[config.mk]
export PLATFORM = sky130hd
export DESIGN_NAME = keypad_encoder_flat
export DESIGN_NICKNAME = d
export VERILOG_FILES = /design/src/rtl/keypad_encoder_if.sv /design/src/rtl/keypad_encoder.sv /design/src/flat_wrapper.sv
export SDC_FILE = /design/constraint.sdc
export NUM_CORES = 1
export LEC_CHECK = 0
export ABC_AREA = 1
export ABC_CLOCK_PERIOD_IN_PS = 7900
export CAP_MARGIN = 30
export CORE_MARGIN = 2
export CORE_UTILIZATION = 58
export DETAILED_ROUTE_END_ITERATION = 16
export HOLD_SLACK_MARGIN = 0.08
export PLACE_DENSITY = 0.84
export SYNTH_ARGS = -nofsm -noshare
export SYNTH_HDL_FRONTEND = slang
export SYNTH_SLANG_ARGS = --single-unit
[constraint.sdc]
create_clock -name clk -period 7.9 [get_ports clk]
set_clock_uncertainty 0.1 [all_clocks]
set_input_delay 1.58 -clock clk [delete_from_list [all_inputs] [get_ports clk]]
set_output_delay 1.58 -clock clk [all_outputs]
set_load 0.02 [all_outputs]
[src/rtl/keypad_encoder_if.sv]
// Keypad encoder bus: raw key lines and entry enable in, digit events and entry register out.
interface keypad_encoder_if #(
  parameter int unsigned NUM_DIGITS = 4
);
  logic                    enablen;
  logic [9:0]              keypad;
  logic [3:0]              bcd;
  logic                    valid;
  logic [4*NUM_DIGITS-1:0] digits;
  logic                    pressed;

  // Keypad / control side
  modport master (
    output enablen,
    output keypad,
    input  bcd,
    input  valid,
    input  digits,
    input  pressed
  );

  // Encoder side
  modport slave (
    input  enablen,
    input  keypad,
    output bcd,
    output valid,
    output digits,
    output pressed
  );
endinterface

[src/rtl/keypad_encoder.sv]
// Microwave keypad encoder: qualifies a stable one-hot key press, emits a one-cycle
// BCD strobe per press and shifts accepted digits into the MM:SS entry register.
module keypad_encoder #(
  parameter int unsigned DEBOUNCE_CYCLES = 4,
  parameter int unsigned NUM_DIGITS      = 4
) (
  input  logic             clk,
  input  logic             clear,
  keypad_encoder_if.slave  kif
);

  localparam int unsigned CNT_W  = 4;
  localparam int unsigned DW     = 4 * NUM_DIGITS;
  localparam int unsigned KEYS   = 10;
  localparam logic [CNT_W-1:0] DC_CNT = CNT_W'(DEBOUNCE_CYCLES);

  typedef enum logic [2:0] {
    S_IDLE,
    S_DEBOUNCE,
    S_EMIT,
    S_HOLD,
    S_RELEASE
  } state_t;

  state_t            state;
  logic [KEYS-1:0]   key_q;
  logic [KEYS-1:0]   latched_key;
  logic [3:0]        latched_code;
  logic [CNT_W-1:0]  count;
  logic [CNT_W-1:0]  count_inc;
  logic              key_onehot;
  logic              key_none;
  logic [3:0]        key_code;

  logic [3:0]        bcd_r;
  logic              valid_r;
  logic [DW-1:0]     digits_r;
  logic              pressed_r;

  // Register the raw key lines once so nothing downstream sees them combinationally
  always_ff @(posedge clk) begin
    if (clear) begin
      key_q <= '0;
    end else begin
      key_q <= kif.keypad;
    end
  end

  // Classify the sampled keys; direct bit-to-code mapping, only meaningful when one-hot
  always_comb begin
    key_onehot = $onehot(key_q);
    key_none   = (key_q == '0);
    count_inc  = count + CNT_W'(1);
    key_code   = '0;
    for (int k = 0; k < int'(KEYS); k++) begin
      if (key_q[k]) begin
        key_code = key_code | 4'(k);
      end
    end
  end

  // Press qualification FSM with registered outputs
  always_ff @(posedge clk) begin
    if (clear) begin
      state        <= S_IDLE;
      count        <= '0;
      latched_key  <= '0;
      latched_code <= '0;
      bcd_r        <= '0;
      valid_r      <= 1'b0;
      digits_r     <= '0;
      pressed_r    <= 1'b0;
    end else begin
      valid_r <= 1'b0;
      case (state)
        S_IDLE: begin
          if (!kif.enablen && key_onehot) begin
            latched_key  <= key_q;
            latched_code <= key_code;
            count        <= CNT_W'(1);
            state        <= S_DEBOUNCE;
          end
        end

        S_DEBOUNCE: begin
          // Any change of the sampled keys or a lock aborts the press silently
          if (kif.enablen || (key_q != latched_key)) begin
            count <= '0;
            state <= S_IDLE;
          end else begin
            count <= count_inc;
            if (count_inc == DC_CNT) begin
              state <= S_EMIT;
            end
          end
        end

        S_EMIT: begin
          valid_r   <= 1'b1;
          bcd_r     <= latched_code;
          pressed_r <= 1'b1;
          digits_r  <= DW'({digits_r, latched_code});
          count     <= '0;
          state     <= S_HOLD;
        end

        S_HOLD: begin
          // Other keys while held are ignored; only a full release moves on
          if (key_none) begin
            count <= CNT_W'(1);
            state <= S_RELEASE;
          end
        end

        S_RELEASE: begin
          if (key_none) begin
            count <= count_inc;
            if (count_inc == DC_CNT) begin
              pressed_r <= 1'b0;
              count     <= '0;
              state     <= S_IDLE;
            end
          end else begin
            // Release bounce: back to waiting, never a new press
            count <= '0;
            state <= S_HOLD;
          end
        end

        default: begin
          count <= '0;
          state <= S_IDLE;
        end
      endcase
    end
  end

  assign kif.bcd     = bcd_r;
  assign kif.valid   = valid_r;
  assign kif.digits  = digits_r;
  assign kif.pressed = pressed_r;

endmodule

[src/flat_wrapper.sv]
// flat-port wrapper written by rule: the top's interface ports become plain ports
module keypad_encoder_flat 
#(
  parameter int unsigned DEBOUNCE_CYCLES = 4,
  parameter int unsigned NUM_DIGITS      = 4
)
  (clk, clear, kif_enablen, kif_keypad, kif_bcd, kif_valid, kif_digits, kif_pressed);
  keypad_encoder_if #(.NUM_DIGITS(NUM_DIGITS)) kif_i ();
  input  logic clk;
  input  logic clear;
  input wire logic [$bits(kif_i.enablen)-1:0] kif_enablen;
  input wire logic [$bits(kif_i.keypad)-1:0] kif_keypad;
  output wire logic [$bits(kif_i.bcd)-1:0] kif_bcd;
  output wire logic [$bits(kif_i.valid)-1:0] kif_valid;
  output wire logic [$bits(kif_i.digits)-1:0] kif_digits;
  output wire logic [$bits(kif_i.pressed)-1:0] kif_pressed;
  assign kif_i.enablen = kif_enablen;
  assign kif_i.keypad = kif_keypad;
  assign kif_bcd = kif_i.bcd;
  assign kif_valid = kif_i.valid;
  assign kif_digits = kif_i.digits;
  assign kif_pressed = kif_i.pressed;
  keypad_encoder #(.DEBOUNCE_CYCLES(DEBOUNCE_CYCLES), .NUM_DIGITS(NUM_DIGITS)) u_core (.clk(clk), .clear(clear), .kif(kif_i));
endmodule
==> metrics, run 1 <==
RSZ-0062 raised after global routing no; fin util 71.3%; PostCTS Resize Cnt 0; area of the multi-input gates 1230 um2; Pint 543 uW; WP data required slightly below 8 ns; drt first pass iters 4; # IOs 35; drt total wl 4790 um; vias in the first global route 2013; CP arrival 3.88 ns; cts bufs inserted 5; DRC errors left 0; Leakage 1.30 nW; antenna cells 0; final hold vios 0; gr usage total 21.3%; Pins Over Slew Limit 0; CTS max path bufs 2; DR iter-0 viols a little under 200; Cells after Synth 333; Crit. End Element flip-flop; prevailing post-synth register cell dfxtp_1; Placer Congestion 0.860; Gate power share 43.8%; Post-synth EDFFs 0; Clock Tree Root clkbuf_8; Core Area 4060 um2; HPWL after DPL 3620 um; worst path cell trace inv_1 -> ha_1 -> inv_1 -> fa_1 -> fa_1 -> inv_1 -> fa_1 -> inv_1 -> fa_1 -> nand3_1 -> nor2_1 -> nand2_2 -> nor2_8 -> inv_1 -> nor2_1 -> a211oi_1; PwrDens 310 nW/um2; Post-CTS Hold Buffers 0; Worst Hold Class reg2reg; Top Layer Used met4; largest net degree at the start of global routing 37; startpoint types flip-flop; syn nets 366; die width between 60 and 70 um; WL/cell 11.7 um; overall power ~900 uW; vias post-DR 2107; starting density of the core between 60% and 70%; CP Max Fanout 26; Flop pwr share about two fifths; Seq cells post-synth 49; initial antenna violation count 0; Slew HR 41.4%; Placed Area 2810 um2; Clock Power Share 15.8%; global-route wire length before repair between 8000 and 9000 um; clock insertion delay at the later pin of the skew report 0.30 ns; max frequency 262 MHz; final net count a little under 400; Area Growth Syn to Fin 16.1%; CP max stage delay between 0.5 and 0.6 ns; Sw Ratio 39.4%; DR WL met3 193 um; Crit path max-delay family adder cells; port bufs 34; length of routed met2 wiring between 2000 and 2500 um; Setup CP Type reg2reg; Avg Cell Area, Syn 7.48 um2; fraction of layout cells with a size suffix above 1 5.82%; Antenna Nets Post-Route 0; critical path's slowest cell fa_1; Die ar. 4840 um2; async set-reset flop share out of synthesis 0%; sequential cell area 981 um2; Synth Warn # 0; setup_tns 0 ns; floorplan row count 23; Met1 Wirelength approximately 2100 um; CTS sink cnt 49; maximum VDD drop 0.000178 V; unique cell type count in the Yosys netlist 28; P_sw 353 uW; Layout fillers roughly 340; # H-tree levels 2; Least-Margin Pin Slew 0.878 ns; Die Y-Extent 69.5 um; share of the yosys chip area belonging to registers 39.4%; clock-pin slew on the worst setup and hold paths roughly 0.08 ns; clock tree from TritonCTS yes; Mapped Area 2490 um2; Design Area, Final a little under 3000 um2; Final period util roughly 48%; Period minus WS final 3.82 ns; crit-path most repeated cell inv_1; vias per cell 5.13; GRT overflow 0; CP Buf/Inv Count 5; status complete, no violations; post-CTS setup buffers 0; Max Cap Violations 0; setup violators final 0
## final cells by class
type,count,area share [%]
clock buffers,7,2.64
clock inverters,1,0.260
inverters,52,6.75
multi-input cells,218,42.5
flip-flops and latches,49,33.9
well taps,50,2.16
repair buffers,34,11.8
## stage by stage
step | cells | hold slack (ns) | setup slack [ns]
after global placement | 403 | 0.361 | 4.17
after detailed placement | 403 | 0.376 | 4.09
final | 411 | 0.394 | 4.08
after floorplan | 333 | 0.352 | 4.28
after global routing | 411 | 0.428 | 3.82
after CTS | 411 | 0.395 | 4.07
## routing by layer
metal / global-route usage (%) / up-vias
met3: 5.23 / 8
met2: 37.3 / 43
met1: 24.4 / 972
met5: 0 / -
li1: - / 1084
met4: 9.37 / 0
## power by group through the flow
stage          clock network (mW)  logic (mW)  registers (mW)
2_1_floorplan                   0       0.247           0.399
3_3_place_gp                    0       0.380           0.363
3_5_place_dp                    0       0.393           0.368
4_1_cts                     0.145       0.394           0.363
5_1_grt                     0.156       0.440           0.373
6_report                    0.142       0.392           0.362
## registers in the layout, summed over array words and instances (netlist names)
name / flops
u_core.key_q: 10
u_core.latched_key: 10
u_core.kif.pressed: 1
u_core.kif.valid: 1
u_core.latched_code: 4
u_core.state: 3
u_core.count: 4
u_core.kif.digits: 16
## placed cells by master, fill, tap and decap left out, types with 2 or more instances in the layout
cell type,count
ha_1,14
o21ai_0,23
xnor2_1,5
o211ai_1,2
inv_1,49
nand3_1,10
nor2_2,3
nor2_1,62
clkdlybuf4s50_1,34
o21ai_1,12
nand2_2,4
a41oi_1,2
dfxtp_1,49
clkbuf_8,5
a21oi_1,18
nand2_1,49
clkbuf_1,2
fa_1,6
inv_2,3
## worst reg2reg max path, delay by kind of cell, from the launching register on
| kind | cells | cell delay [ns] |
|---|---|---|
| fa+ha+maj | 5 | 1.94 |
| compound gates | 1 | 0.06 |
| flops | 1 | 0.42 |
| simple gates | 5 | 0.75 |
| buf+inv | 5 | 0.41 |
## cells in the mapped netlist, types with 2 or more instances
library cell / instances / area (um2)
a41oi_1: 2 / 17.5
nor2_1: 62 / 233
clkbuf_1: 5 / 18.8
inv_2: 3 / 11.3
nand2_2: 4 / 25.0
buf_4: 4 / 30.0
o211ai_1: 2 / 15.0
dfxtp_1: 49 / 981
nor2_2: 3 / 18.8
nand2_1: 49 / 184
o21ai_0: 23 / 115
a21oi_1: 18 / 90.1
fa_1: 6 / 120
buf_2: 3 / 15.0
nand3_1: 10 / 50.1
buf_6: 2 / 22.5
inv_1: 49 / 184
o21ai_1: 12 / 60.1
ha_1: 14 / 175
xnor2_1: 5 / 43.8
## worst paths after layout
kind                         start  cells past startpoint                     to  slack, ns
min reg2reg  u_core.kif.digits[12]                      2  u_core.kif.digits[12]       0.39
max                u_core.key_q[1]                     16  u_core.latched_key[5]       4.08
min          u_core.kif.digits[12]                      2  u_core.kif.digits[12]       0.39
max reg2reg        u_core.key_q[1]                     16  u_core.latched_key[5]       4.08
## kinds of logic after synthesis
| logic type | count (synthesis) | synth area share (%) |
|---|---|---|
| simple gates | 133 | 22.8 |
| fa+ha+maj | 20 | 11.9 |
| xor+xnor | 6 | 2.11 |
| compound gates | 59 | 12.6 |
| flops | 49 | 39.4 |
| buf+inv | 66 | 11.3 |
Note: power is estimated with default switching activity, not from simulation.
==> run 2: changes to the inputs <==
--- a/config.mk
+++ b/config.mk
@@ -6,13 +6,13 @@
 export NUM_CORES = 1
 export LEC_CHECK = 0
 export ABC_AREA = 1
-export ABC_CLOCK_PERIOD_IN_PS = 7900
+export ABC_CLOCK_PERIOD_IN_PS = 3400
 export CAP_MARGIN = 30
 export CORE_MARGIN = 2
-export CORE_UTILIZATION = 58
+export CORE_UTILIZATION = 49
 export DETAILED_ROUTE_END_ITERATION = 16
 export HOLD_SLACK_MARGIN = 0.08
-export PLACE_DENSITY = 0.84
+export PLACE_DENSITY = 0.76
 export SYNTH_ARGS = -nofsm -noshare
 export SYNTH_HDL_FRONTEND = slang
 export SYNTH_SLANG_ARGS = --single-unit
==> constraint.sdc (replaced) <==
create_clock -name clk -period 3.4 [get_ports clk]
set_clock_uncertainty 0.1 [all_clocks]
set_input_delay 0.68 -clock clk [delete_from_list [all_inputs] [get_ports clk]]
set_output_delay 0.68 -clock clk [all_outputs]
set_load 0.02 [all_outputs]
==> run 2 against run 1 <==
The run now ends with setup timing left. Combinational power increased to 2.7 times the previous value. Core utilization decreased by 4.8 points. Register-to-register slack got worse by 4.1 ns. Sequential cell count unchanged. Wire length increased by 9.4%. First-iteration DRC count decreased by 38%. Clock power increased to 2.7 times the previous value. Die area increased by 17%. Via count increased by 2.8%. Worst setup slack got worse by 4.1 ns. Critical path type unchanged.
==> metrics, run 2 (synthesis results as in run 1) <==
drt total wl 5240 um; RSZ-0062 raised after global routing yes; GRT overflow 0; gr usage total between 20% and 30%; Die ar. 5670 um2; HPWL after DPL 3760 um; Worst Slack Setup Final -0.0527 ns; DR iter-0 viols 123; setup violators final 20; global-route wire length before repair between 8000 and 9000 um; max FFs per register 16; clock-pin slew on the worst setup and hold paths 0.09 ns; hold_ws 0.385 ns; CP Max Fanout 6; Clock Tree Root clkbuf_8; Least-Margin Pin Slew between 0.6 and 0.7 ns; Crit. End Element flip-flop; fraction of layout cells with a size suffix above 1 approximately a fifth; maximum VDD drop 0.000329 V; CTS max path bufs 2; Period minus WS final approximately 3.5 ns; critical path's slowest cell fa_1; Worst Hold Class reg2reg; CP max stage delay 0.54 ns; DRC errors left 0; floorplan row count 25; Area Growth Syn to Fin 28.6%; CP arrival 3.56 ns; antenna cells 0; Setup CP Type reg2reg; Antenna Nets Post-Route 0; vias per cell 4.88; port bufs 34; Max Cap Violations 0; Slew HR 56.8%; startpoint types flip-flop; clock insertion delay at the later pin of the skew report 0.32 ns; drt first pass iters 4; worst path cell trace inv_2 -> ha_4 -> inv_2 -> fa_1 -> fa_1 -> inv_1 -> fa_2 -> inv_2 -> fa_1 -> nand3_2 -> nor2_2 -> nand2_2 -> nor2_8 -> inv_1 -> nor2_4 -> a21oi_1; final hold vios 0; final net count 409; failing checks setup timing; WP data required between 3 and 4 ns; fin util 66.5%; PwrDens 714 nW/um2; WL/cell roughly 12 um; clock tree from TritonCTS yes; leading cell types in the layout, fill and taps excluded 60 x nor2_1, 48 x nand2_1, 43 x dfxtp_1; vias in the first global route between 1500 and 2000; Final period util 102%; Placer Congestion 0.835; Leakage 1.41 nW; placed cells 432; Post-CTS Hold Buffers 0; Place WS -0.153 ns; CTS sink cnt 49; setup_tns -0.423 ns; Pins Over Slew Limit 0; starting density of the core between 50% and 60%; most common cell after layout, fill and taps aside nor2_1; cts bufs inserted 5; CP Buf/Inv Count 5; Crit path max-delay family adder cells; largest net degree at the start of global routing 21; die width roughly 75 um; status finished, violations left; initial antenna violation count 0; # H-tree levels 2; max frequency 290 MHz; vias post-DR 2166; # IOs 35; Die Y-Extent between 70 and 80 um; Layout fillers 440; Finished Layout Cells 444; Core Area 4820 um2
## run 2: layout make-up
class                           instances  area (um2)  share of cell area [%]
Tap cell                               67        83.8                    2.62
Clock buffer                            6        82.6                    2.58
Inverter                               52         195                    6.09
Clock inverter                          2        17.5                   0.547
Timing Repair Buffer                   49         478                    14.9
Sequential cell                        49         988                    30.9
Multi-Input combinational cell        219        1360                    42.4
## run 2: path summary, 6_finish.rpt
kind                    startpoint                      to  slack [ns]  cells past startpoint
max reg2reg        u_core.key_q[4]  u_core.latched_code[0]       -0.05                     16
max                u_core.key_q[4]  u_core.latched_code[0]       -0.05                     16
min          u_core.kif.digits[14]   u_core.kif.digits[14]        0.38                      2
min reg2reg  u_core.kif.digits[14]   u_core.kif.digits[14]        0.38                      2
## run 2: timing repair
action | in CTS | in global routing
pin swaps | 4 | 8
cloned | 1 | 0
gates resized for setup | 18 | 11
endpoints found under the hold margin | 0 | 0
setup endpoints to repair | 20 | 21
setup buffers | 2 | 1
## run 2: worst min-delay path, cell delays in order (launching register included)
cell     delay (ns)
dfxtp_1        0.33
nor2_1         0.04
nor2_1         0.08
## run 2: per-layer routing
| layer | wire, um | vias to the layer above | track usage [%] | part of all wire [%] |
|---|---|---|---|---|
| met3 | 204 | 11 | 5.03 | 3.9 |
| met4 | 128 | 0 | 8.77 | 2.4 |
| met5 | 0 | - | 0 | 0 |
| met1 | 2250 | 987 | 24.8 | 43 |
| met2 | 2650 | 52 | 35.7 | 51 |
| li1 | - | 1116 | - | - |
## run 2: through the flow
step | cell area, um2 | power [mW]
3_5_place_dp | 2960 | 1.81
6_report | 3200 | 2.29
5_1_grt | 3200 | 2.45
4_1_cts | 3150 | 2.25
3_3_place_gp | 2960 | 1.78
2_1_floorplan | 2510 | 1.51
## run 2: power breakdown
part	switching [mW]	total, mW	internal (mW)
Sequential	0.113	0.840	0.726
Clock	0.212	0.381	0.169
Combinational	0.591	1.07	0.476
==> run 3: changes to the inputs <==
--- a/config.mk
+++ b/config.mk
@@ -10,6 +10,7 @@
 export CAP_MARGIN = 30
 export CORE_MARGIN = 2
 export CORE_UTILIZATION = 49
+export CTS_CLUSTER_SIZE = 12
 export DETAILED_ROUTE_END_ITERATION = 16
 export HOLD_SLACK_MARGIN = 0.08
 export PLACE_DENSITY = 0.76
==> results of run 3 <==
The final DEF is identical to that of run 2; final timing and power are the same.
